--- config.mk ---
export PLATFORM = sky130hd
export DESIGN_NAME = shift_seq_ctrl
export DESIGN_NICKNAME = d
export VERILOG_FILES = /design/src/rtl/shift_pkg.sv /design/src/rtl/shifter.sv /design/src/rtl/shift_seq_ctrl.sv
export SDC_FILE = /design/constraint.sdc
export NUM_CORES = 1
export LEC_CHECK = 0
export CAP_MARGIN = 20
export CORE_MARGIN = 1.5
export CORE_UTILIZATION = 47
export DETAILED_ROUTE_END_ITERATION = 16
export PLACE_DENSITY = 0.77
export SLEW_MARGIN = 20
export SYNTH_ARGS = -nofsm -noshare
export SYNTH_HDL_FRONTEND = slang
export SYNTH_SLANG_ARGS = --single-unit
--- constraint.sdc ---
create_clock -name clk -period 1.6 [get_ports clk]
set_clock_uncertainty 0.05 [all_clocks]
set_input_delay 0.16 -clock clk [delete_from_list [all_inputs] [get_ports clk]]
set_output_delay 0.16 -clock clk [all_outputs]
set_load 0.1 [all_outputs]
--- src/rtl/shift_pkg.sv ---
// Shared definitions for the multi-cycle shift sequencer and its single-step
// shifter datapath: operation codes, FSM state encoding and op classification.
package shift_pkg;

   localparam logic [2:0] SH_PASS  = 3'b000;
   localparam logic [2:0] SH_ASR   = 3'b001;
   localparam logic [2:0] SH_LSR   = 3'b010;
   localparam logic [2:0] SH_LSL   = 3'b011;
   localparam logic [2:0] SH_ROR   = 3'b100;
   localparam logic [2:0] SH_ROL   = 3'b101;
   localparam logic [2:0] SH_SWAP  = 3'b110;
   localparam logic [2:0] SH_PASS2 = 3'b111;

   typedef enum logic [1:0] {
      IDLE  = 2'b00,
      SHIFT = 2'b01,
      DONE  = 2'b10
   } state_t;

   // True for the ops that are applied once per step (shifts and rotates).
   function automatic logic is_step_op(input logic [2:0] op);
      logic res;
      case (op)
         SH_ASR, SH_LSR, SH_LSL, SH_ROR, SH_ROL: res = 1'b1;
         default:                                res = 1'b0;
      endcase
      return res;
   endfunction

endpackage

--- src/rtl/shifter.sv ---
// Single-step combinational shifter: one bit position per evaluation for
// shifts/rotates, a low-byte nibble exchange for swap, identity otherwise.
module shifter
   import shift_pkg::*;
#(
   parameter int BW = 16
) (
   input  logic [BW-1:0] a,
   input  logic [2:0]    sel,
   input  logic          inR,
   input  logic          inL,
   output logic [BW-1:0] y
);

   // Select the one-step transformation of a.
   always_comb begin
      y = a;
      case (sel)
         SH_ASR:  y = {a[BW-1], a[BW-1:1]};
         SH_LSR:  y = {inR, a[BW-1:1]};
         SH_LSL:  y = {a[BW-2:0], inL};
         SH_ROR:  y = {a[0], a[BW-1:1]};
         SH_ROL:  y = {a[BW-2:0], a[BW-1]};
         SH_SWAP: begin
            y[7:4] = a[3:0];
            y[3:0] = a[7:4];
         end
         default: y = a;
      endcase
   end

endmodule

--- src/rtl/shift_seq_ctrl.sv ---
// Multi-cycle shift sequencer: accepts one command through start/busy/done
// and applies the single-step shifter once per clock until amt steps are done.
module shift_seq_ctrl
   import shift_pkg::*;
#(
   parameter int BW    = 16,
   parameter int AMT_W = 4
) (
   input  logic             clk,
   input  logic             rst,
   input  logic             start,
   input  logic [2:0]       op,
   input  logic [BW-1:0]    din,
   input  logic [AMT_W-1:0] amt,
   input  logic             fill,
   output logic             busy,
   output logic             done,
   output logic [BW-1:0]    dout
);

   state_t             state_r, state_next_s;
   logic [AMT_W-1:0]   count_r, count_next_s;
   logic [2:0]         op_r, op_next_s;
   logic               fill_r, fill_next_s;
   logic [BW-1:0]      dout_r, dout_next_s;
   logic               busy_r, done_r;
   logic [BW-1:0]      sh_a_s, sh_y_s;
   logic [2:0]         sh_sel_s;

   // In SHIFT the shifter steps the result register with the latched op;
   // in IDLE it sees the raw operand so the one-shot swap can be loaded.
   always_comb begin
      sh_a_s   = din;
      sh_sel_s = op;
      if (state_r == SHIFT) begin
         sh_a_s   = dout_r;
         sh_sel_s = op_r;
      end else begin
         sh_a_s   = din;
         sh_sel_s = op;
      end
   end

   shifter #(.BW(BW)) u_shifter (
      .a   (sh_a_s),
      .sel (sh_sel_s),
      .inR (fill_r),
      .inL (fill_r),
      .y   (sh_y_s)
   );

   // Next-state, next-count and next-result logic for the sequencer.
   always_comb begin
      state_next_s = state_r;
      count_next_s = count_r;
      op_next_s    = op_r;
      fill_next_s  = fill_r;
      dout_next_s  = dout_r;
      case (state_r)
         IDLE: begin
            if (start) begin
               op_next_s    = op;
               fill_next_s  = fill;
               count_next_s = amt;
               if (is_step_op(op) && (amt != {AMT_W{1'b0}})) begin
                  dout_next_s  = din;
                  state_next_s = SHIFT;
               end else if (op == SH_SWAP) begin
                  dout_next_s  = sh_y_s;
                  state_next_s = DONE;
               end else begin
                  dout_next_s  = din;
                  state_next_s = DONE;
               end
            end else begin
               state_next_s = IDLE;
            end
         end
         SHIFT: begin
            dout_next_s  = sh_y_s;
            count_next_s = count_r - {{(AMT_W-1){1'b0}}, 1'b1};
            if (count_r == {{(AMT_W-1){1'b0}}, 1'b1}) begin
               state_next_s = DONE;
            end else begin
               state_next_s = SHIFT;
            end
         end
         DONE: begin
            state_next_s = IDLE;
         end
         default: begin
            state_next_s = IDLE;
         end
      endcase
   end

   // State, datapath registers and registered busy/done decodes.
   always_ff @(posedge clk or posedge rst) begin
      if (rst) begin
         state_r <= IDLE;
         count_r <= {AMT_W{1'b0}};
         op_r    <= 3'b000;
         fill_r  <= 1'b0;
         dout_r  <= {BW{1'b0}};
         busy_r  <= 1'b0;
         done_r  <= 1'b0;
      end else begin
         state_r <= state_next_s;
         count_r <= count_next_s;
         op_r    <= op_next_s;
         fill_r  <= fill_next_s;
         dout_r  <= dout_next_s;
         busy_r  <= (state_next_s != IDLE);
         done_r  <= (state_next_s == DONE);
      end
   end

   assign busy = busy_r;
   assign done = done_r;
   assign dout = dout_r;

endmodule

Word level (Yosys, flattened, before mapping)
Cells that the tools add are included.
{"block": "op_classes", "muxes": 17, "n_eq_ne": 16, "reduce_logical": 10, "n_addsub": 1}
{"cell": "$mux W16", "n": 4}
{"cell": "$pmux W8 S4", "n": 2}
{"cell": "$pmux W16 S2", "n": 1}
{"cell": "$eq A3 B3 Y1 const B", "n": 6}
{"cell": "$eq A3 B2 Y1 const B", "n": 4}
{"cell": "$pmux W4 S2", "n": 1}
{"cell": "$eq A3 B1 Y1 const B", "n": 2}
{"cell": "$mux W2", "n": 3}
{"cell": "$reduce_or A5 Y1", "n": 1}
{"cell": "$eq A4 B1 Y1 const B", "n": 1}
{"cell": "$mux W4", "n": 1}
{"cell": "$pmux W2 S2", "n": 1}
{"cell": "$reduce_and A2 Y1", "n": 2}
{"cell": "$reduce_bool A2 Y1", "n": 2}
{"cell": "$reduce_bool A4 Y1", "n": 1}
{"cell": "$sub A4 B1 Y4 const B", "n": 1}
{"cell": "$mux W1", "n": 3}
{"cell": "$mux W3", "n": 1}
{"cell": "$reduce_or A3 Y1", "n": 1}
{"cell": "$eq A2 B1 Y1 const B", "n": 1}
{"cell": "$eq A2 B2 Y1 const B", "n": 1}
{"cell": "$logic_not A2 Y1", "n": 1}
{"cell": "$ne A2 B2 Y1 const B", "n": 1}
{"cell": "$reduce_or A2 Y1", "n": 1}
{"cell": "$logic_and A1 B1 Y1", "n": 1}
{"block": "totals", "ff_bits": 28, "elab_cells": 51, "out_inout_bits": 18, "inputBits": 27}

Depth between registers and ports, before layout
{"block": "depth", "word_depth": 10, "depth_mapped": 7, "depth_no_buf": 5}

By module
From an unflattened synthesis, not the netlist that was laid out.
{"block": "hier_totals", "hier_cells": 298, "area_unflattened_um2": 2316.0}
{"mod": "shift_seq_ctrl", "seq_area_each_um2": 700.7, "cells_per_inst": 208, "instances": 1, "area_each_um2": 1634.1}
{"mod": "shifter", "seq_area_each_um2": 0.0, "cells_per_inst": 90, "instances": 1, "area_each_um2": 681.9}

Least setup slack after synthesis
Ideal clock, no wire load.
{"block": "synth_timing", "kind": "reg-to-reg", "startpoint": "register dout_r[10] (netlist: dout[10])", "endpoint": "register dout_r[11] (netlist: dout[11])", "t_required_ns": 1.427, "period_less_slack_ns": 1.767, "stages_incl_launch_ff": 5, "path_buffers": 0, "slack_ns": -0.167, "arrival_ns": 1.594, "setup_time_ns": 0.123, "path_cell_list": "dfrtp_1 -> mux2_1 -> a21oi_1 -> o221ai_1 -> o221a_2"}
{"block": "synth_between", "elab_chain_len": 6}
{"item": "start, declared", "line_no": "shift_seq_ctrl.sv:25", "text": "logic [BW-1:0] dout_r, dout_next_s;"}
{"item": "start signal, assigned", "line_no": "shift_seq_ctrl.sv:104", "text": "dout_r <= {BW{1'b0}};"}
{"item": "start signal, assigned", "line_no": "shift_seq_ctrl.sv:112", "text": "dout_r <= dout_next_s;"}
{"item": "$mux W16 (*)", "line_no": "shift_seq_ctrl.sv:35", "text": "if (state_r == SHIFT) begin"}
{"item": "$pmux W8 S4 (*)", "line_no": "shifter.sv:18", "text": "case (sel)"}
{"item": "$mux W16", "line_no": "shift_seq_ctrl.sv:68", "text": "end else if (op == SH_SWAP) begin"}
{"item": "$mux W16", "line_no": "shift_seq_ctrl.sv:65", "text": "if (is_step_op(op) && (amt != {AMT_W{1'b0}})) begin"}
{"item": "$mux W16", "line_no": "shift_seq_ctrl.sv:61", "text": "if (start) begin"}
{"item": "$pmux W16 S2 (*)", "line_no": "shift_seq_ctrl.sv:59", "text": "case (state_r)"}
Every way passes the cells marked *; elsewhere a longest branch is shown, timed or not. The select of a mux whose other input is x is not followed.
A chain may end at the register's enable or synchronous reset.

Worst setup path in the final report
{"block": "layout_timing", "startpoint": "register state_r[0]", "endpoint": "register dout_r[7] (netlist: dout[7])"}
{"block": "layout_between", "elab_chain_len": 9, "word_cells_on_any_way": 19, "cone_classes": "8 x eq/ne; 7 x mux; 4 x reduce/logical"}
{"item": "start, declared", "line_no": "shift_seq_ctrl.sv:21", "text": "state_t state_r, state_next_s;"}
{"item": "start signal, assigned", "line_no": "shift_seq_ctrl.sv:108", "text": "state_r <= state_next_s;"}
{"item": "$eq A2 B1 Y1", "line_no": "shift_seq_ctrl.sv:35, shift_seq_ctrl.sv:59"}
{"item": "$mux W3", "line_no": "shift_seq_ctrl.sv:35"}
{"item": "$eq A3 B1 Y1 (tied with other cells)", "line_no": "shifter.sv:18"}
{"item": "$reduce_or A3 Y1 (no line)"}
{"item": "$pmux W8 S4", "line_no": "shifter.sv:18"}
{"item": "$mux W16", "line_no": "shift_seq_ctrl.sv:68"}
{"item": "$mux W16", "line_no": "shift_seq_ctrl.sv:65"}
{"item": "$mux W16", "line_no": "shift_seq_ctrl.sv:61"}
{"item": "$pmux W16 S2", "line_no": "shift_seq_ctrl.sv:59"}
Several ways; a longest one is shown, not always the timed one. The select of a mux whose other input is x is not followed.

==> flow_summary.toml <==
[final_layout]
diodes = 0
syn2layout_area_growth_pct = 67.7
final_core_util = 0.837
fin_nets = 390
fillers = 248
drive_gt1_frac = 0.417
stdcell_count = 412

[clock_network]
clock_path_buffers = 2
clkLatencyLatePin_ps = 290
numCtsBuffers = 3
root_buffer = "clkbuf_8"
clk_pin_slew_worst_paths_ps = 100
clock-sinks = 28
tritoncts = "built"
cts_max_level = 1
postCtsHoldBufs = 0

[sta]
drv_slew = 0
finalSetupViolCount = 19
fmax_ghz = 0.512
final.setup.worst_slack_ps = -352
worst_pin_slew_ps = 532
period_minus_slack_ps = 1950
finalCritPeriodShare = 1.22
worst_slew_margin_rel = 0.641
rsz0062_at_grt = "true"
holdWs_ps = 201
finalHoldViolCount = 0

[yosys]
synth_nets = 288
ys_ff_latch = 28
yosys_warnings = 0
ys_seq_area_frac = 0.316
synth_top_family_by_area = "compound AO/OA/AOI/OAI gates"
yosys.area_share.adder = 0.0113
synth_edf_count = 0
synth_top_area_frac = 0.316
syn_inst = 259
yosys-top-cells-area = "dfrtp_1 32%, mux2i_1 9.9%, nand2_1 6.3%, a21oi_1 3.8%, o221ai_1 3.6%"
netlist_area_um2 = 2220
synth-main-ff-cell = "dfrtp_1"
synth.mux.area_fraction = 0.133
synth_area_per_cell_um2 = 8.57
synth_xor_area_frac = 0.0118
async_flop_share = 1.00
ys_types = 52
synth_compound_area_frac = 0.301
yosys.area_share.simple = 0.170
synth_top_area_cell = "dfrtp_1"

[setup_path]
cp.buffers_inverters = 1
crit_chain = "buf_12, nand3b_1, a21boi_4, mux2_4, o221ai_2, o21a_1"
critPathCaptureType = "flop"
crit_family = "compound AO/OA/AOI/OAI gates"
critical_path_class = "flop to flop"
worstSetupStartpointType = "flop"
slowest_delay_ps = 490
reg2reg_slack_ps = -350
cp_slowest_cell = "dfrtp_2"
crit_arrival_ps = 2130
path_max_fanout = 7
cp.required_ps = 1780

[floorplan]
start_util = 0.499
die_area_um2 = 5140
row_count = 24
boundaryPins = 45
fp.coreArea_um2 = 4440
die_y_um = 71.7
die_w_um = 71.7

[job]
cap_viol_max_count = 0

[placed_design]
pre_cts_ws_ps = -323
dp_cells = 401
io_buffers = 44
dp_hpwl_mm = 5.27
gp_congestion = 0.871

[outcome]
status = "finished with violations"
violations = "DRC, setup timing"

[global_routing]
gr-usage-met1 = 0.396
grt_max_degree = 29
grt_pass1_vias = 2551
grt_pass1_wl_mm = 12.1
grt_util_met3 = 0.0506
grt-ovfl-total = 0
use_met2 = 0.501
busiest_layer = "met2"
antenna_found_initial = 0
grtUsageTotal = 0.301

[route]
drtIter0Drc = 310
drc_errors = 4
drtAntennaViolNets = 0
drt-pass1-iter-count = 11
via_count = 2676
viasPerCell = 6.50
routed_wl_mm = 8.30
wl_per_cell_um = 20.2

[min_path]
hp-class = "input pin to asynchronous set/reset pin"
state kept, by name (all words and copies together), names as in the netlist:
register  count
fill_r        1
busy          1
count_r       4
state_r       2
op_r          3
done          1
dout         16
layer usage:
layer  wire length (um)  vias up  part of all wire
li1                   -     1179                 -
met1               3410     1299              0.41
met2               3920      163              0.47
met3                676       35             0.081
met4                291        0             0.035
met5                  0        -                 0
Yosys cell counts, types with 2 or more instances:
| cell type | n |
|---|---|
| a21oi_1 | 17 |
| a22o_1 | 2 |
| a311oi_1 | 2 |
| a31oi_1 | 7 |
| buf_2 | 8 |
| buf_4 | 2 |
| buf_6 | 2 |
| clkbuf_1 | 4 |
| dfrtp_1 | 28 |
| ha_1 | 2 |
| inv_1 | 9 |
| mux2_2 | 3 |
| mux2i_1 | 22 |
| nand2_1 | 37 |
| nand2b_1 | 2 |
| nand3_1 | 8 |
| nand3b_1 | 3 |
| nor2_1 | 17 |
| nor3_1 | 2 |
| nor4bb_1 | 2 |
| o211ai_1 | 4 |
| o21a_1 | 8 |
| o21ai_0 | 10 |
| o21ai_1 | 2 |
| o221a_2 | 3 |
| o221ai_1 | 9 |
| o22a_1 | 7 |
| o22ai_1 | 10 |
| o32ai_1 | 2 |
| or3b_1 | 2 |
| xnor2_1 | 2 |
area by class of cell:
cell class              count  area (um2)  area share
multi-input cells         207        1610       0.432
repair buffers            112        1240       0.333
flip-flops and latches     28         718       0.193
well taps                  52        65.1      0.0175
clock buffers               4        55.1      0.0148
inverters                   9        33.8     0.00908
worst paths after layout:
kind	from	endpoint	cells after the start
setup / recovery	state_r[0]	dout[7]	6
hold / removal	rst	count_r[3]	3
setup reg to reg	state_r[0]	dout[7]	6
hold reg to reg	fill_r	fill_r	2
max in group asynchronous	rst	dout[7]	3
min in group clk	fill	fill_r	3
timing repair:
item | in CTS | in global routing
resized for setup | 17 | 32
pin swaps | 1 | 9
hold endpoints to repair | 0 | 0
setup buffers | 0 | 6
setup endpoints to repair | 18 | 20
cloned | 0 | 1
cell families (layout without fill, tap and decap cells):
logic type      after synthesis  after routing
mux                          28             28
fa+ha+maj                     2              2
simple gates                 80             81
compound gates               93             93
buf+inv                      25            125
flops                        28             28
xor+xnor                      3              3
worst min-delay path: stages:
cell             delay (ps)
clkdlybuf4s50_1         400
inv_1                    50
buf_4                   350
stage by stage:
stage | instance area (um2) | setup TNS [ps]
6_report | 3720 | -4970
5_1_grt | 3720 | -6000
4_1_cts | 3540 | -2710
3_5_place_dp | 3400 | -4400
3_3_place_gp | 3400 | -4010
2_1_floorplan | 2290 | -1230
cell usage in the layout (no fill, tap or decap), types with 8 or more instances in the layout:
| cell | count |
|---|---|
| dfrtp_1 | 14 |
| nand3_1 | 8 |
| o22ai_1 | 9 |
| nand2_1 | 34 |
| buf_6 | 9 |
| mux2i_1 | 14 |
| dfrtp_2 | 14 |
| inv_1 | 9 |
| buf_12 | 24 |
| nor2_1 | 15 |
| o21a_1 | 8 |
| a21oi_1 | 15 |
| clkdlybuf4s50_1 | 26 |
| buf_4 | 53 |
Power is left out: the tool's default activity adds up to more than one toggle a clock period on the data nets, which glitch-free logic cannot reach.
